## config.mk

```make
export PLATFORM = sky130hd
export DESIGN_NAME = multichannel_wave_player
export DESIGN_NICKNAME = d
export VERILOG_FILES = /design/src/rtl/wave_player_pkg.sv /design/src/rtl/frame_fifo.sv /design/src/rtl/multichannel_wave_player.sv
export SDC_FILE = /design/constraint.sdc
export NUM_CORES = 1
export LEC_CHECK = 0
export ABC_AREA = 0
export CAP_MARGIN = 20
export CORE_MARGIN = 1.5
export CORE_UTILIZATION = 25
export CTS_CLUSTER_SIZE = 30
export DETAILED_ROUTE_END_ITERATION = 10
export HOLD_SLACK_MARGIN = 0.03
export PLACE_DENSITY = 0.51
export SLEW_MARGIN = 20
export SYNTH_ARGS = -nofsm -noshare
export SYNTH_HDL_FRONTEND = slang
export SYNTH_SLANG_ARGS = --single-unit
export TNS_END_PERCENT = 100
```

## constraint.sdc

```tcl
create_clock -name audio_clock -period 8.7 [get_ports audio_clock]
set_clock_uncertainty 0.2 [all_clocks]
set_input_delay 2.175 -clock audio_clock [delete_from_list [all_inputs] [get_ports audio_clock]]
set_output_delay 2.175 -clock audio_clock [all_outputs]
set_load 0.05 [all_outputs]
```

## src/rtl/wave_player_pkg.sv

```systemverilog
// Shared constants for the multichannel wave player: CSR map, CTRL/STATUS bit
// positions and the fetch state encoding.
package wave_player_pkg;

  localparam logic [1:0] CSR_LENGTH = 2'd0;
  localparam logic [1:0] CSR_BASE   = 2'd1;
  localparam logic [1:0] CSR_CTRL   = 2'd2;
  localparam logic [1:0] CSR_STATUS = 2'd3;

  localparam int CTRL_START        = 0;
  localparam int CTRL_LOOP         = 1;
  localparam int STAT_BUSY         = 0;
  localparam int STAT_DONE         = 1;
  localparam int STAT_UNDERRUN_LSB = 16;
  localparam int UNDERRUN_W        = 16;

  typedef enum logic [2:0] {
    ST_IDLE,
    ST_REQ,
    ST_WAIT,
    ST_PUSH,
    ST_DRAIN
  } fetch_state_t;

endpackage

```

## src/rtl/frame_fifo.sv

```systemverilog
// Synchronous frame FIFO with flush. A write into a full FIFO is accepted when
// a read happens in the same cycle.
module frame_fifo #(
  parameter int WIDTH = 32,
  parameter int DEPTH = 16
) (
  input  logic             clock,
  input  logic             reset,
  input  logic             flush,
  input  logic             wr_en,
  input  logic [WIDTH-1:0] wr_data,
  input  logic             rd_en,
  output logic [WIDTH-1:0] rd_data,
  output logic             full,
  output logic             empty
);

  localparam int PTR_W = $clog2(DEPTH);

  logic [WIDTH-1:0] mem [DEPTH];
  logic [PTR_W:0]   wr_ptr;
  logic [PTR_W:0]   rd_ptr;
  logic             do_wr;
  logic             do_rd;

  assign empty   = (wr_ptr == rd_ptr);
  assign full    = (wr_ptr[PTR_W] != rd_ptr[PTR_W]) &&
                   (wr_ptr[PTR_W-1:0] == rd_ptr[PTR_W-1:0]);
  assign do_wr   = wr_en && (!full || rd_en);
  assign do_rd   = rd_en && !empty;
  assign rd_data = mem[rd_ptr[PTR_W-1:0]];

  always_ff @(posedge clock) begin
    if (reset || flush) begin
      wr_ptr <= '0;
      rd_ptr <= '0;
    end else begin
      if (do_wr) wr_ptr <= wr_ptr + (PTR_W+1)'(1);
      if (do_rd) rd_ptr <= rd_ptr + (PTR_W+1)'(1);
    end
  end

  always_ff @(posedge clock) begin
    if (do_wr) mem[wr_ptr[PTR_W-1:0]] <= wr_data;
  end

endmodule

```

## src/rtl/multichannel_wave_player.sv

```systemverilog
// Fetches interleaved multichannel frames from word memory into a prefetch FIFO
// and streams them out. Define WAVE_PLAYER_UNDERRUN_COUNT_EN to build the underrun counter.
module multichannel_wave_player
  import wave_player_pkg::*;
#(
  parameter int NUM_CH     = 2,
  parameter int SAMPLE_W   = 16,
  parameter int FIFO_DEPTH = 16,
  parameter int ADDR_W     = 26
) (
  input  logic                       audio_clock,
  input  logic                       audio_reset,
  input  logic [1:0]                 csr_address,
  input  logic                       csr_write,
  input  logic [31:0]                csr_writedata,
  input  logic                       csr_read,
  output logic [31:0]                csr_readdata,
  output logic [ADDR_W-1:0]          mem_addr,
  output logic                       mem_read,
  input  logic                       mem_waitrequest,
  input  logic [SAMPLE_W-1:0]        mem_readdata,
  input  logic                       mem_readdatavalid,
  output logic [NUM_CH*SAMPLE_W-1:0] ch_data,
  output logic [NUM_CH-1:0]          ch_valid,
  input  logic [NUM_CH-1:0]          ch_ready
);

  localparam int FRAME_W  = NUM_CH * SAMPLE_W;
  localparam int CH_IDX_W = (NUM_CH > 1) ? $clog2(NUM_CH) : 1;

  logic [31:0]         len_reg;
  logic [ADDR_W-1:0]   base_reg;
  logic                ctrl_start;
  logic                ctrl_loop;
  logic [31:0]         len_q;
  logic [ADDR_W-1:0]   base_q;
  logic                loop_q;

  fetch_state_t        state;
  fetch_state_t        state_nxt;
  logic [ADDR_W-1:0]   rd_addr;
  logic [31:0]         frame_cnt;
  logic [CH_IDX_W-1:0] ch_idx;
  logic [FRAME_W-1:0]  stage;
  logic                aborting;
  logic                done;

  logic                fifo_full;
  logic                fifo_empty;
  logic                fifo_push;
  logic                fifo_pop;
  logic                fifo_flush;
  logic [FRAME_W-1:0]  fifo_rd_data;

  logic                busy;
  logic                ctrl_wr;
  logic                start_ok;
  logic                abort_now;
  logic                abort_any;
  logic                mem_accept;
  logic                last_word;
  logic                last_frame;
  logic [15:0]         underrun;
  logic [31:0]         status;
  logic [31:0]         rd_mux;

  assign busy       = (state != ST_IDLE);
  assign ctrl_wr    = csr_write && (csr_address == CSR_CTRL);
  assign start_ok   = ctrl_wr && csr_writedata[CTRL_START] && !ctrl_start &&
                      (len_reg != 32'd0) && (state == ST_IDLE);
  assign abort_now  = ctrl_wr && !csr_writedata[CTRL_START] && busy;
  assign abort_any  = abort_now || aborting;
  assign mem_accept = (state == ST_REQ) && !mem_waitrequest;
  assign last_word  = (ch_idx == CH_IDX_W'(NUM_CH - 1));
  assign last_frame = (frame_cnt + 32'd1) >= len_q;

  assign mem_read   = (state == ST_REQ);
  assign mem_addr   = rd_addr;

  // A pop frees a slot in the same cycle, so a full FIFO still takes the push.
  assign fifo_pop   = busy && !fifo_empty && !abort_any && (&ch_ready);
  assign fifo_push  = (state == ST_PUSH) && !abort_now && (!fifo_full || fifo_pop);

  always_comb begin
    state_nxt  = state;
    fifo_flush = 1'b0;
    case (state)
      ST_IDLE: begin
        if (start_ok) state_nxt = ST_REQ;
      end
      ST_REQ: begin
        if (abort_now && mem_waitrequest) begin
          state_nxt  = ST_IDLE;
          fifo_flush = 1'b1;
        end else if (!mem_waitrequest) begin
          state_nxt = ST_WAIT;
        end
      end
      ST_WAIT: begin
        if (mem_readdatavalid) begin
          if (abort_any) begin
            state_nxt  = ST_IDLE;
            fifo_flush = 1'b1;
          end else begin
            state_nxt = last_word ? ST_PUSH : ST_REQ;
          end
        end
      end
      ST_PUSH: begin
        if (abort_now) begin
          state_nxt  = ST_IDLE;
          fifo_flush = 1'b1;
        end else if (fifo_push) begin
          state_nxt = (last_frame && !loop_q) ? ST_DRAIN : ST_REQ;
        end
      end
      ST_DRAIN: begin
        if (abort_now) begin
          state_nxt  = ST_IDLE;
          fifo_flush = 1'b1;
        end else if (fifo_empty) begin
          state_nxt = ST_IDLE;
        end
      end
      default: state_nxt = ST_IDLE;
    endcase
  end

  always_ff @(posedge audio_clock) begin
    if (audio_reset) begin
      state      <= ST_IDLE;
      len_reg    <= '0;
      base_reg   <= '0;
      ctrl_start <= 1'b0;
      ctrl_loop  <= 1'b0;
      len_q      <= '0;
      base_q     <= '0;
      loop_q     <= 1'b0;
      rd_addr    <= '0;
      frame_cnt  <= '0;
      ch_idx     <= '0;
      aborting   <= 1'b0;
      done       <= 1'b0;
    end else begin
      state <= state_nxt;
      if (csr_write) begin
        case (csr_address)
          CSR_LENGTH: len_reg  <= csr_writedata;
          CSR_BASE:   base_reg <= csr_writedata[ADDR_W-1:0];
          CSR_CTRL: begin
            ctrl_start <= csr_writedata[CTRL_START];
            ctrl_loop  <= csr_writedata[CTRL_LOOP];
          end
          default: ;
        endcase
      end
      // Playback parameters are frozen for the whole run.
      if (start_ok) begin
        len_q     <= len_reg;
        base_q    <= base_reg;
        loop_q    <= csr_writedata[CTRL_LOOP];
        rd_addr   <= base_reg;
        frame_cnt <= '0;
        ch_idx    <= '0;
        done      <= 1'b0;
      end
      if (mem_accept) rd_addr <= rd_addr + ADDR_W'(1);
      if ((state == ST_WAIT) && mem_readdatavalid && !abort_any)
        ch_idx <= last_word ? '0 : ch_idx + CH_IDX_W'(1);
      if (fifo_push) begin
        if (last_frame) begin
          frame_cnt <= '0;
          if (loop_q) rd_addr <= base_q;
        end else begin
          frame_cnt <= frame_cnt + 32'd1;
        end
      end
      if (state_nxt == ST_IDLE)
        aborting <= 1'b0;
      else if (abort_now && ((state == ST_WAIT) || mem_accept))
        aborting <= 1'b1;
      if (fifo_flush) begin
        done   <= 1'b0;
        ch_idx <= '0;
      end else if ((state == ST_DRAIN) && (state_nxt == ST_IDLE)) begin
        done <= 1'b1;
      end
    end
  end

  always_ff @(posedge audio_clock) begin
    if ((state == ST_WAIT) && mem_readdatavalid) begin
      for (int c = 0; c < NUM_CH; c++) begin
        if (ch_idx == CH_IDX_W'(c)) stage[c*SAMPLE_W +: SAMPLE_W] <= mem_readdata;
      end
    end
  end

  frame_fifo #(
    .WIDTH (FRAME_W),
    .DEPTH (FIFO_DEPTH)
  ) u_frame_fifo (
    .clock   (audio_clock),
    .reset   (audio_reset),
    .flush   (fifo_flush),
    .wr_en   (fifo_push),
    .wr_data (stage),
    .rd_en   (fifo_pop),
    .rd_data (fifo_rd_data),
    .full    (fifo_full),
    .empty   (fifo_empty)
  );

  // output stage: one-cycle valid pulse per popped frame
  always_ff @(posedge audio_clock) begin
    if (audio_reset) begin
      ch_valid <= '0;
      ch_data  <= '0;
    end else begin
      ch_valid <= {NUM_CH{fifo_pop}};
      if (fifo_pop) ch_data <= fifo_rd_data;
    end
  end

`ifdef WAVE_PLAYER_UNDERRUN_COUNT_EN
  function automatic logic [15:0] sat_inc16(input logic [15:0] v);
    return (v == 16'hFFFF) ? v : v + 16'd1;
  endfunction

  always_ff @(posedge audio_clock) begin
    if (audio_reset)
      underrun <= '0;
    else if (busy && (&ch_ready) && fifo_empty && (state != ST_DRAIN))
      underrun <= sat_inc16(underrun);
  end
`else
  assign underrun = '0;
`endif

  always_comb begin
    status = '0;
    status[STAT_BUSY] = busy;
    status[STAT_DONE] = done;
    status[STAT_UNDERRUN_LSB +: UNDERRUN_W] = underrun;
  end

  always_comb begin
    rd_mux = '0;
    case (csr_address)
      CSR_LENGTH: rd_mux = len_reg;
      CSR_BASE:   rd_mux = 32'(base_reg);
      CSR_CTRL:   rd_mux = {30'd0, ctrl_loop, ctrl_start};
      CSR_STATUS: rd_mux = status;
      default:    rd_mux = '0;
    endcase
  end

  always_ff @(posedge audio_clock) begin
    if (audio_reset)
      csr_readdata <= '0;
    else if (csr_read)
      csr_readdata <= rd_mux;
  end

endmodule
```

==> key figures <==
Run status
  • Outcome: finished, final reports clean

Clocking
  • Max Root-Sink Buffers: 3
  • Htree depth: 3
  • Sink Count: 802
  • Num CTS Buffers: 86
  • Worst-path clk slew: 0.06 ns
  • Clock root buffer: clkbuf_16
  • Worst-skew pair later-pin latency: 0.67 ns
  • Resized Gates After CTS: 0
  • CTS Hold Bufs: 0
  • Number of setup buffers added after CTS: 0
  • CTS tree: built

Cells and area
  • Share of layout cells above drive strength 1: 0.159
  • Fin nets: 2544
  • Largest register FFs: 512
  • Cell Count, Final, Fillers Out: 4248
  • Filler Cell Count: 12700
  • Commonest non-fill, non-tap cell in the layout: edfxtp_1
  • Area of the multi-input gates: 0.0102 mm2
  • Commonest cells after routing, fill and taps aside: edfxtp_1, nand2_1, dfxtp_1, a21oi_1, mux4_2
  • Seq. cell area: 0.0215 mm2
  • Area Overhead vs Synth: 19.9%

Timing
  • Final cycle utilization of the critical path: 0.633
  • RSZ-0062 raised after global routing: false
  • Relative slew slack: 0.331
  • Worst-Margin Slew: 1.00 ns
  • Fmax: 0.182 GHz
  • Fin. max-slew vios: 0
  • Final hold vios: 0
  • Tmin final: 5.50 ns
  • Post-Route Setup TNS: 0 ns
  • Final hold slack: 0.252 ns
  • Final setup vio count: 0

Hold path
  • Min-delay worst type: reg2reg

Yosys
  • Yosys top cell area share: 0.505
  • Yosys warnings: 0
  • Number of synthesized flops with an enable pin: 544
  • Syn Std Cell Area: 0.0323 mm2
  • Leading register cell type out of synthesis: edfxtp_1
  • Yosys cell types: 77
  • Syn_area_per_cell: 14.0 um2
  • Cell taking the most area after synthesis: edfxtp_1
  • Mapped Cells: 2309
  • Sequential share of the synthesized area: 0.665
  • Flops & latches, synth: 802
  • Syn nets: 2406
  • Synth top area cells: edfxtp_1, dfxtp_1, mux4_2
  • FFs w/ async S/R, synth: 0

GRT
  • Grt ovf: 0
  • Largest net degree at the start of global routing: 99
  • Total GRT Usage: 0.129
  • Initial antenna violation count: 4
  • First-pass GRT wire length: 128000 um
  • Number of global-route vias before repair: 19000

Power and ir drop
  • Leak: 0.0121 uW
  • Peak supply drop: 0.131 mV
  • Total power per unit cell area: 205 mW/mm2

Drt
  • DR vias/cell: 4.56
  • DRT Pass-1 Iters: 5
  • Routed Antenna Nets: 0
  • DRT Wirelength: 86000 um
  • Drt drc: 0
  • Initial DRC Count: 1668
  • WL per Instance: 20.2 um
  • Vias: 19400

Critical path
  • CP startpoint kind: primary input
  • CP arrival: 5.66 ns
  • Crit path kind: in2reg
  • Worst EP required: 8.85 ns
  • Crit-path max FO: 31
  • Setup crit end kind: flop

Placed design
  • DP HPWL: 54200 um
  • Port bufs: 150
  • Inst Count DP: 4087
  • GPL Wtd Cong: 0.807

Die
  • Die height: 363 um
  • Chip Width: 363 um
  • Full die area: 0.132 mm2
  • Std-Cell Core Area: 0.128 mm2
  • Num rows: 131
  • Initial Util: 0.253
  • I/O pin cnt: 151

Run
  • Max-Cap Viols: 0
==> report_power, final <==
part	internal [uW]	total, uW	switching [uW]
clock	2110	3670	1560
sequential	4040	4070	27.2
combinational	68.5	193	125
total	6220	7930	1710
==> path summary, 6_finish.rpt <==
| kind | from | endpoint | slack [ns] | cells after the start |
|---|---|---|---|---|
| worst max-delay path | csr_address[0] | u_frame_fifo.mem[15][17]$_DFFE_PP_ | 3.20 | 9 |
| worst min-delay path | base_q[23]$_SDFFE_PP0P_ | base_q[23]$_SDFFE_PP0P_ | 0.25 | 2 |
| worst max register to register | frame_cnt[6]$_SDFFE_PP0P_ | state[2]$_SDFF_PP0_ | 3.97 | 14 |
| worst min register to register | base_q[23]$_SDFFE_PP0P_ | base_q[23]$_SDFFE_PP0P_ | 0.25 | 2 |
==> metal layers <==
layer / track usage / wire length [um] / vias to the layer above
met4: 0.0341 / 1830 / 0
met5: 0 / 0 / -
met3: 0.0231 / 4790 / 97
met2: 0.200 / 39000 / 549
li1: - / - / 8903
met1: 0.186 / 40300 / 9825
==> per-stage QoR <==
| stage | cell area, um2 | setup slack (ns) | util | total power, uW |
|---|---|---|---|---|
| global placement | 35800 | 2.50 | 0.280 | 4340 |
| global route | 38800 | 3.01 | 0.303 | 8200 |
| CTS | 38800 | 3.19 | 0.303 | 8030 |
| finish | 38800 | 3.20 | 0.303 | 7930 |
| detailed placement | 35900 | 2.49 | 0.281 | 4340 |
| floorplan | 32300 | 2.36 | - | 4250 |
==> synthesized netlist by cell type, types with 25 or more instances <==
cell,instances
edfxtp_1,544
nand2_1,382
dfxtp_1,258
a21oi_1,221
mux4_2,162
nor2_1,142
clkbuf_1,91
inv_1,42
ha_1,39
nand3_1,35
nor2b_1,30
buf_2,29
mux2_2,25
==> cells by family after synthesis <==
logic type | Yosys count | share of synthesized area
AOI/OAI and AO/OA | 336 | 0.0622
xor gates and xnor gates | 41 | 0.0111
adders and majority gates | 39 | 0.0151
buffers and inverters | 184 | 0.0242
DFF | 802 | 0.665
muxes | 201 | 0.126
and+or+nand+nor | 706 | 0.0968
==> critical path, cell delays in order <==
cell             delay, ns
clkdlybuf4s50_1       0.47
buf_4                 0.42
or4bb_1               0.31
nand2_1               0.13
a2111oi_4             0.33
buf_4                 0.33
nand2_1               0.29
nor2_4                0.78
buf_4                 0.39
==> area by class of cell <==
class                   count  share of cell area
multi-input cells        1323               0.263
diodes                      2            0.000129
inverters                  42             0.00406
clock inverters            45              0.0144
repair buffers            192              0.0489
well taps                1729              0.0558
clock buffers             113              0.0589
flip-flops and latches    802               0.555
No activity file was read; power rests on OpenSTA's default activity.
